<file path="config.mk">
export PLATFORM = sky130hd
export DESIGN_NAME = syn_fifo_v2
export DESIGN_NICKNAME = d
export VERILOG_FILES = /design/src/rtl/syn_fifo_v2.sv
export SDC_FILE = /design/constraint.sdc
export NUM_CORES = 2
export LEC_CHECK = 0
export BUFFER_PORTS_ARGS = -buffer_cell sky130_fd_sc_hd__buf_2
export CAP_MARGIN = 20
export CORE_UTILIZATION = 60
export CTS_CLUSTER_SIZE = 16
export DETAILED_ROUTE_END_ITERATION = 6
export PLACE_DENSITY = 0.76
export SLEW_MARGIN = 20
export SYNTH_ARGS = -nofsm -noshare
export SYNTH_HDL_FRONTEND = slang
export SYNTH_SLANG_ARGS = --single-unit
</file>
<file path="constraint.sdc">
create_clock -name sys_clk -period 4.55 [get_ports sys_clk]
set_clock_uncertainty 0.2 [all_clocks]
set_input_delay 0.2275 -clock sys_clk [delete_from_list [all_inputs] [get_ports sys_clk]]
set_output_delay 0.2275 -clock sys_clk [all_outputs]
set_load 0.01 [all_outputs]
</file>
<file path="src/rtl/syn_fifo_v2.sv">
// Single-clock FIFO with any depth >= 2, programmable almost flags, sticky-free error pulses,
// and either a registered read port or a first-word-fall-through read port.
module syn_fifo_v2 #(
   parameter int DATA_WIDTH = 16,
   parameter int DEPTH      = 128,
   parameter int AFULL_TH   = DEPTH - 2,
   parameter int AEMPTY_TH  = 2,
   parameter int FWFT       = 0
) (
   input  logic                         sys_clk,
   input  logic                         sys_rst,
   input  logic                         wr_en,
   input  logic [DATA_WIDTH-1:0]        wr_data,
   input  logic                         rd_en,
   output logic [DATA_WIDTH-1:0]        rd_data,
   output logic                         rd_valid,
   output logic                         full,
   output logic                         empty,
   output logic                         almost_full,
   output logic                         almost_empty,
   output logic [$clog2(DEPTH+1)-1:0]   data_count,
   output logic                         overflow,
   output logic                         underflow
);

   localparam int PTR_W = $clog2(DEPTH);
   localparam int CNT_W = $clog2(DEPTH + 1);
   localparam logic [PTR_W-1:0] PTR_LAST = PTR_W'(DEPTH - 1);
   localparam logic [CNT_W-1:0] CNT_FULL = CNT_W'(DEPTH);
   localparam logic [CNT_W-1:0] AF_LVL   = CNT_W'(AFULL_TH);
   localparam logic [CNT_W-1:0] AE_LVL   = CNT_W'(AEMPTY_TH);

   logic [PTR_W-1:0]      wr_ptr_q, wr_ptr_d;
   logic [PTR_W-1:0]      rd_ptr_q, rd_ptr_d;
   logic [CNT_W-1:0]      count_q, count_d;
   logic                  overflow_q, overflow_d;
   logic                  underflow_q, underflow_d;
   logic                  wr_acc, rd_acc;
   logic [DATA_WIDTH-1:0] mem_q [DEPTH];

   // Explicit wrap so non-power-of-two depths never address past the array.
   function automatic logic [PTR_W-1:0] ptr_inc(input logic [PTR_W-1:0] p);
      return (p == PTR_LAST) ? '0 : p + PTR_W'(1);
   endfunction

   always_comb begin
      full         = (count_q == CNT_FULL);
      empty        = (count_q == '0);
      almost_full  = (count_q >= AF_LVL);
      almost_empty = (count_q <= AE_LVL);
      wr_acc       = wr_en && !full;
      rd_acc       = rd_en && !empty;
      wr_ptr_d     = wr_acc ? ptr_inc(wr_ptr_q) : wr_ptr_q;
      rd_ptr_d     = rd_acc ? ptr_inc(rd_ptr_q) : rd_ptr_q;
      count_d      = count_q;
      case ({wr_acc, rd_acc})
         2'b10:   count_d = count_q + CNT_W'(1);
         2'b01:   count_d = count_q - CNT_W'(1);
         default: count_d = count_q;
      endcase
      overflow_d   = wr_en && full;
      underflow_d  = rd_en && empty;
   end

   always_ff @(posedge sys_clk or negedge sys_rst) begin
      if (!sys_rst) begin
         wr_ptr_q    <= '0;
         rd_ptr_q    <= '0;
         count_q     <= '0;
         overflow_q  <= 1'b0;
         underflow_q <= 1'b0;
      end else begin
         wr_ptr_q    <= wr_ptr_d;
         rd_ptr_q    <= rd_ptr_d;
         count_q     <= count_d;
         overflow_q  <= overflow_d;
         underflow_q <= underflow_d;
      end
   end

   // Storage is intentionally left out of reset; the count alone defines what is valid.
   always_ff @(posedge sys_clk) begin
      if (wr_acc) mem_q[wr_ptr_q] <= wr_data;
   end

   assign data_count = count_q;
   assign overflow   = overflow_q;
   assign underflow  = underflow_q;

   if (FWFT != 0) begin : g_fwft
      // Head word is shown directly; zero while empty so stale storage never leaks out.
      always_comb begin
         rd_valid = !empty;
         rd_data  = empty ? '0 : mem_q[rd_ptr_q];
      end
   end else begin : g_std
      logic [DATA_WIDTH-1:0] rd_data_q, rd_data_d;
      logic                  rd_valid_q, rd_valid_d;

      always_comb begin
         rd_valid_d = rd_acc;
         rd_data_d  = rd_data_q;
         if (rd_acc) rd_data_d = mem_q[rd_ptr_q];
      end

      always_ff @(posedge sys_clk or negedge sys_rst) begin
         if (!sys_rst) begin
            rd_data_q  <= '0;
            rd_valid_q <= 1'b0;
         end else begin
            rd_data_q  <= rd_data_d;
            rd_valid_q <= rd_valid_d;
         end
      end

      always_comb begin
         rd_data  = rd_data_q;
         rd_valid = rd_valid_q;
      end
   end

endmodule
</file>
# --- Word-level counts from Yosys, hierarchy flattened ---
# Memory sizes are Yosys's and may differ from the RTL's. A register that Yosys moved wholly into a read port is not among the register bits.
# Index checks and enable logic that the tools add are counted.
totals:
  word_cells: 32
  output_inout_bits: 31
  mem_count: 1
  mem_bits_rw: 2048
  input_bits: 20
  reg_bits: 25
classes:
  n_addsub: 4
  magnitude_cmp: 2
  n_reduce_logical: 9
  eq_ne: 5
  mux: 5
mem_list:
  columns: ["memory", "depth", "width", "read_ports", "rd_ports_with_merged_regs", "write_ports", "line_no", "rtl"]
  rows:
  - ["mem_q", 128, 16, 1, 1, 1, "39", "logic [DATA_WIDTH-1:0] mem_q [DEPTH];"]
op_table:
  columns: ["cell", "n"]
  rows:
  - ["case mux 8 bit (2 select lines)", 1]
  - ["adder 7 x 1 -> 7 bit (second input constant)", 2]
  - ["== test 7 bit (second input constant)", 2]
  - ["two-way mux 7 bit", 2]
  - ["adder 8 x 1 -> 8 bit (second input constant)", 1]
  - ["== test 8 bit (second input constant)", 1]
  - ["greater-or-equal comparator 8 x 7 -> 1 bit (second input constant)", 1]
  - ["less-or-equal comparator 8 x 2 -> 1 bit (second input constant)", 1]
  - ["logical NOT 8 bit", 1]
  - ["subtractor 8 x 1 -> 8 bit (second input constant)", 1]
  - ["logical AND 1 bit", 4]
  - ["logical NOT 1 bit", 3]
  - ["== test 2 x 1 -> 1 bit (second input constant)", 1]
  - ["== test 2 bit (second input constant)", 1]
  - ["two-way mux 1 bit", 2]
  - ["nonzero test 2 bit", 1]

# --- Longest topological paths before layout ---
logic_depth:
  word_depth: 5
  mapped_depth: 15
  depth_no_buf: 13

# --- Worst setup path before layout ---
# Ideal clock, no wire load.
synth_path:
  path_kind: "register to register"
  startpoint: "register count_q[2] (netlist: data_count[2])"
  endpoint: "register count_q[6] (netlist: data_count[6])"
  period_less_slack_ns: 4.201
  path_buffers: 2
  arrival_time_ns: 3.921
  setup_ns: 0.080
  path_slack_ns: 0.349
  stages_incl_launch_ff: 16
  t_required_ns: 4.270
  cell_sequence: "dfrtp_1 -> buf_2 -> or4_4 -> nor3_4 -> nor2b_1 -> inv_1 -> ha_1 -> clkbuf_1 -> xor2_1 -> ha_1 -> nor3b_1 -> o21a_1 -> a221o_1 -> or4b_1 -> a31oi_1 -> xor2_1"
synth_via:
  elab_chain_len: 5
  word_cells_on_any_way: 12
  classes_between: "add/sub: 2; eq/ne: 3; mux: 1; reduce/logical: 6"
synth_rtl:
  columns: ["item", "line_no", "rtl"]
  rows:
  - ["start, declared", "35", "logic [CNT_W-1:0] count_q, count_d;"]
  - ["start signal, assigned", "75", "count_q <= count_d;"]
  - ["== test 8 bit (*)", "47", "full = (count_q == CNT_FULL);"]
  - ["via full", "17", "output logic full,"]
  - ["logical NOT 1 bit (*)", "51", "wr_acc = wr_en && !full;"]
  - ["logical AND 1 bit (*)", "51", null]
  - ["== test 2 x 1 -> 1 bit or == test 2 bit (tied branches)", "56", "case ({wr_acc, rd_acc})"]
  - ["case mux 8 bit (2 select lines) or nonzero test 2 bit (tied branches)", null, null]
# Mark *: on every way through the listed nets, which the timed path passes. The rest lies on a longest branch.
# A chain may end at the register's enable or synchronous reset.

# --- Final worst setup path ---
layout_path:
  startpoint: "register count_q[2] (netlist: data_count[2])"
  endpoint: "register count_q[6] (netlist: data_count[6])"
layout_via:
  elab_chain_len: 5
  word_cells_on_any_way: 12
  classes_between: "add/sub: 2; eq/ne: 3; mux: 1; reduce/logical: 6"
layout_rtl:
  columns: ["item"]
  rows:
  - ["branches (longest 5 deep; another with subtractor 8 x 1 -> 8 bit)"]
# Several ways; the timed one is not identified.

==> key figures <==
Clock tree
  • CTS sink count: 2,089
  • Worst-case clock buffer depth: 3
  • Reg clk slew, reported paths: 60 ps
  • TritonCTS buffer count: 199
  • Skew-Pair Late Insertion Delay: 820 ps
  • CTS tree: built
  • # H-tree levels: 4
  • Root Driver: clkbuf_16

Floorplanning
  • Core area: 0.134 mm2
  • Die height: 370 um
  • Floorplan row count: 134
  • Initial Utilization: 60.6%
  • Die area: 0.137 mm2
  • Die width: 370 um
  • I/O pin cnt: 51

GRT
  • Vias in the first global route: 40,700
  • Remaining Overflow, GRT: 0
  • Largest net degree at the start of global routing: 90
  • Initial antenna violation count: 4
  • Gr usage total: 29.7%
  • Global-route wire length before repair: 287,000 um

STA
  • Slew headroom: 23.1%
  • Slew @ Worst Pin: 1150 ps
  • Worst setup margin: 547 ps
  • RSZ-0062 raised after global routing: no
  • FMAX: 250 MHz
  • Setup Viol. Count Final: 0
  • Fin Setup TNS: 0 ps
  • Period utilization: 88.0%
  • Final hold violation count: 0
  • Max-slew violations: 0
  • Tmin final: 4000 ps

Worst setup path
  • Buffers and inverters on the worst path: 1
  • Slowest CP cell: or4_4
  • Crit path kind: register to register
  • CP required: 5080 ps
  • Crit path DAT: 4530 ps
  • Maximum fanout along the worst path: 11
  • Crit path max-delay family: simple AND/OR/NAND/NOR gates
  • Worst-path cell chain: or4_4 > nor3_4 > nor2b_1 > inv_1 > ha_1 > xor2_1 > ha_1 > nor3b_1 > o21a_1 > a221o_1 > or4b_1 > a31oi_1 > xor2_1
  • Peak per-stage delay on the critical path: 630 ps
  • Setup crit end kind: register
  • Crit start category: register

Route
  • Via count: 41,100
  • Vias per Instance: 6.76
  • DRC Markers: 9
  • Initial DRC Count: 6,052
  • Antenna-violating nets left: 0
  • WL final: 200,000 um
  • WL/cell: 32.8 um
  • Pre-antenna DRT Iters: 7

Placement
  • Post-DP HPWL: 119,000 um
  • Setup WS pre-CTS: 571 ps
  • Port Buf Inserts: 50
  • GPL Wtd Cong: 0.925

Hold path
  • Hold Path Class: input pin to register

Finish
  • Layout cells sized above 1: 24.9%
  • Total Nets Final: 4,174
  • Synthesis-to-layout area growth: 12.3%

Synth
  • #FFs+latches synth: 2,089
  • Mapped Avg Cell Area: 21.3 um2
  • EDFF count, synth: 2,048
  • Synth warn: 0
  • Register area share after synthesis: 77.1%
  • Async SR Flop Fraction: 1.96%
  • Gate Count Post-Synth: 3,800
  • Netlist cell types: 74
  • Synthesized area: 0.0811 mm2
  • Prevailing post-synth register cell: edfxtp_1
  • Syn_nets: 3,825

Run status
  • Failing checks: design-rule violations
  • Status: finished with violations

Pwr
  • Maximum vdd drop: 0.000465 V
  • Leak: 29.4 nW
  • PwrDens: 580 mW/mm2
  • Overall Power: 0.0528 W

Flow run
  • Max_cap viols: 0
==> final cells by class <==
cell class                      count  area, um2
Inverter                            4       15.0
Clock buffer                      261       5240
Antenna cell                        1       2.50
Fill cell                        8044      42800
Sequential cell                  2089      62500
Timing Repair Buffer              362       3020
Clock inverter                    105        890
Tap cell                         1768       2210
Multi-Input combinational cell   1493      17100
==> layer usage <==
layer	vias up	routed length, um	global-route usage [%]
li1	16600	-	-
met1	21400	74400	42.9
met3	416	25000	7.54
met5	-	68	0
met4	6	8050	12.0
met2	2721	92100	44.0
==> report_power, final <==
group          internal (W)  leakage (nW)  switching [W]
combinational       0.00616          7.48        0.00855
sequential           0.0216          18.9       0.000777
clock               0.00870          2.99        0.00699
==> Yosys cell counts, types with 9 or more instances <==
library cell / count / share of area (%)
a31oi_1: 9 / 0.069
nor3_1: 26 / 0.16
mux2_2: 10 / 0.14
o21ai_0: 55 / 0.34
buf_2: 62 / 0.38
nor2_1: 175 / 0.81
a221o_1: 12 / 0.15
xnor2_1: 9 / 0.097
a221oi_1: 15 / 0.16
a21oi_1: 50 / 0.31
nand2_1: 79 / 0.37
mux2i_1: 280 / 3.5
and2_1: 12 / 0.093
xor2_1: 11 / 0.12
nand3_1: 17 / 0.10
clkbuf_1: 49 / 0.23
mux4_2: 423 / 12
nor2b_1: 13 / 0.10
a211oi_1: 43 / 0.40
buf_4: 56 / 0.52
o22ai_1: 88 / 0.68
a22oi_1: 50 / 0.46
edfxtp_1: 2048 / 76
dfrtp_1: 41 / 1.3
buf_6: 29 / 0.40
==> cell usage in the layout (no fill, tap or decap), types with 15 or more instances in the layout <==
cell and n:
a211oi_1 43, o22ai_1 88, mux2i_1 280, dfrtp_1 35, clkbuf_16 199, a21oi_1 50
nor2_1 169, clkinv_2 30, clkbuf_1 59, buf_4 280, a221oi_1 15, a22oi_1 50
edfxtp_1 2048, nand2_1 79, nand3_1 17, clkinv_1 45, o21ai_0 55, mux4_2 423
buf_2 34, buf_12 26, nor3_1 26, dlygate4sd3_1 21
==> final timing paths <==
path | from | endpoint | slack (ps) | cells after the start
worst max-delay path | data_count[2] | data_count[6] | 550 | 13
worst min-delay path | rd_en | underflow | 170 | 4
worst max register to register | data_count[2] | data_count[6] | 550 | 13
worst min register to register | wr_ptr_q[2] | wr_ptr_q[2] | 360 | 1
max in group asynchronous | sys_rst | rd_ptr_q[0] | 3200 | 4
min in group asynchronous | sys_rst | underflow | 400 | 4
==> registers in the layout (all words and copies together) (netlist names) <==
register,cells
data_count,8
underflow,1
rd_valid,1
rd_data,16
rd_ptr_q,7
wr_ptr_q,7
overflow,1
mem_q,2048
==> repair_timing <==
| item | in CTS | in global routing |
|---|---|---|
| gates resized for setup | 0 | 0 |
| buffers inserted | 0 | 0 |
| hold buffers | 21 | 0 |
| endpoints found under the hold margin | 1102 | 0 |
==> stage by stage <==
| stage | hold slack (ps) | utilization [%] | cells | cell area [um2] |
|---|---|---|---|---|
| 4_1_cts | 106 | 68.0 | 6081 | 91000 |
| 6_report | 167 | 68.0 | 6083 | 91000 |
| 2_1_floorplan | -268 | - | 3800 | 81100 |
| 5_1_grt | 205 | 68.0 | 6082 | 91000 |
| 3_5_place_dp | 157 | 63.3 | 5694 | 84600 |
| 3_3_place_gp | 152 | 63.3 | 5694 | 84600 |
==> cell families after synthesis <==
logic type      count (synthesis)  share of synthesized area, %
compound gates                377                          3.16
xor+xnor                       20                         0.216
fa+ha+maj                       5                        0.0772
buf+inv                       218                          1.84
flops                        2089                          77.1
mux                           715                          15.4
simple gates                  376                          2.17
==> worst reg2reg max path, delay by kind of cell, from the launching register on <==
| family | cells | cell delay, ps |
|---|---|---|
| AOI/OAI and AO/OA | 3 | 690 |
| xor gates and xnor gates | 2 | 250 |
| adders and majority gates | 2 | 460 |
| buffers and inverters | 1 | 200 |
| DFF | 1 | 520 |
| and+or+nand+nor | 5 | 1600 |
No activity file was read; power rests on OpenSTA's default activity.
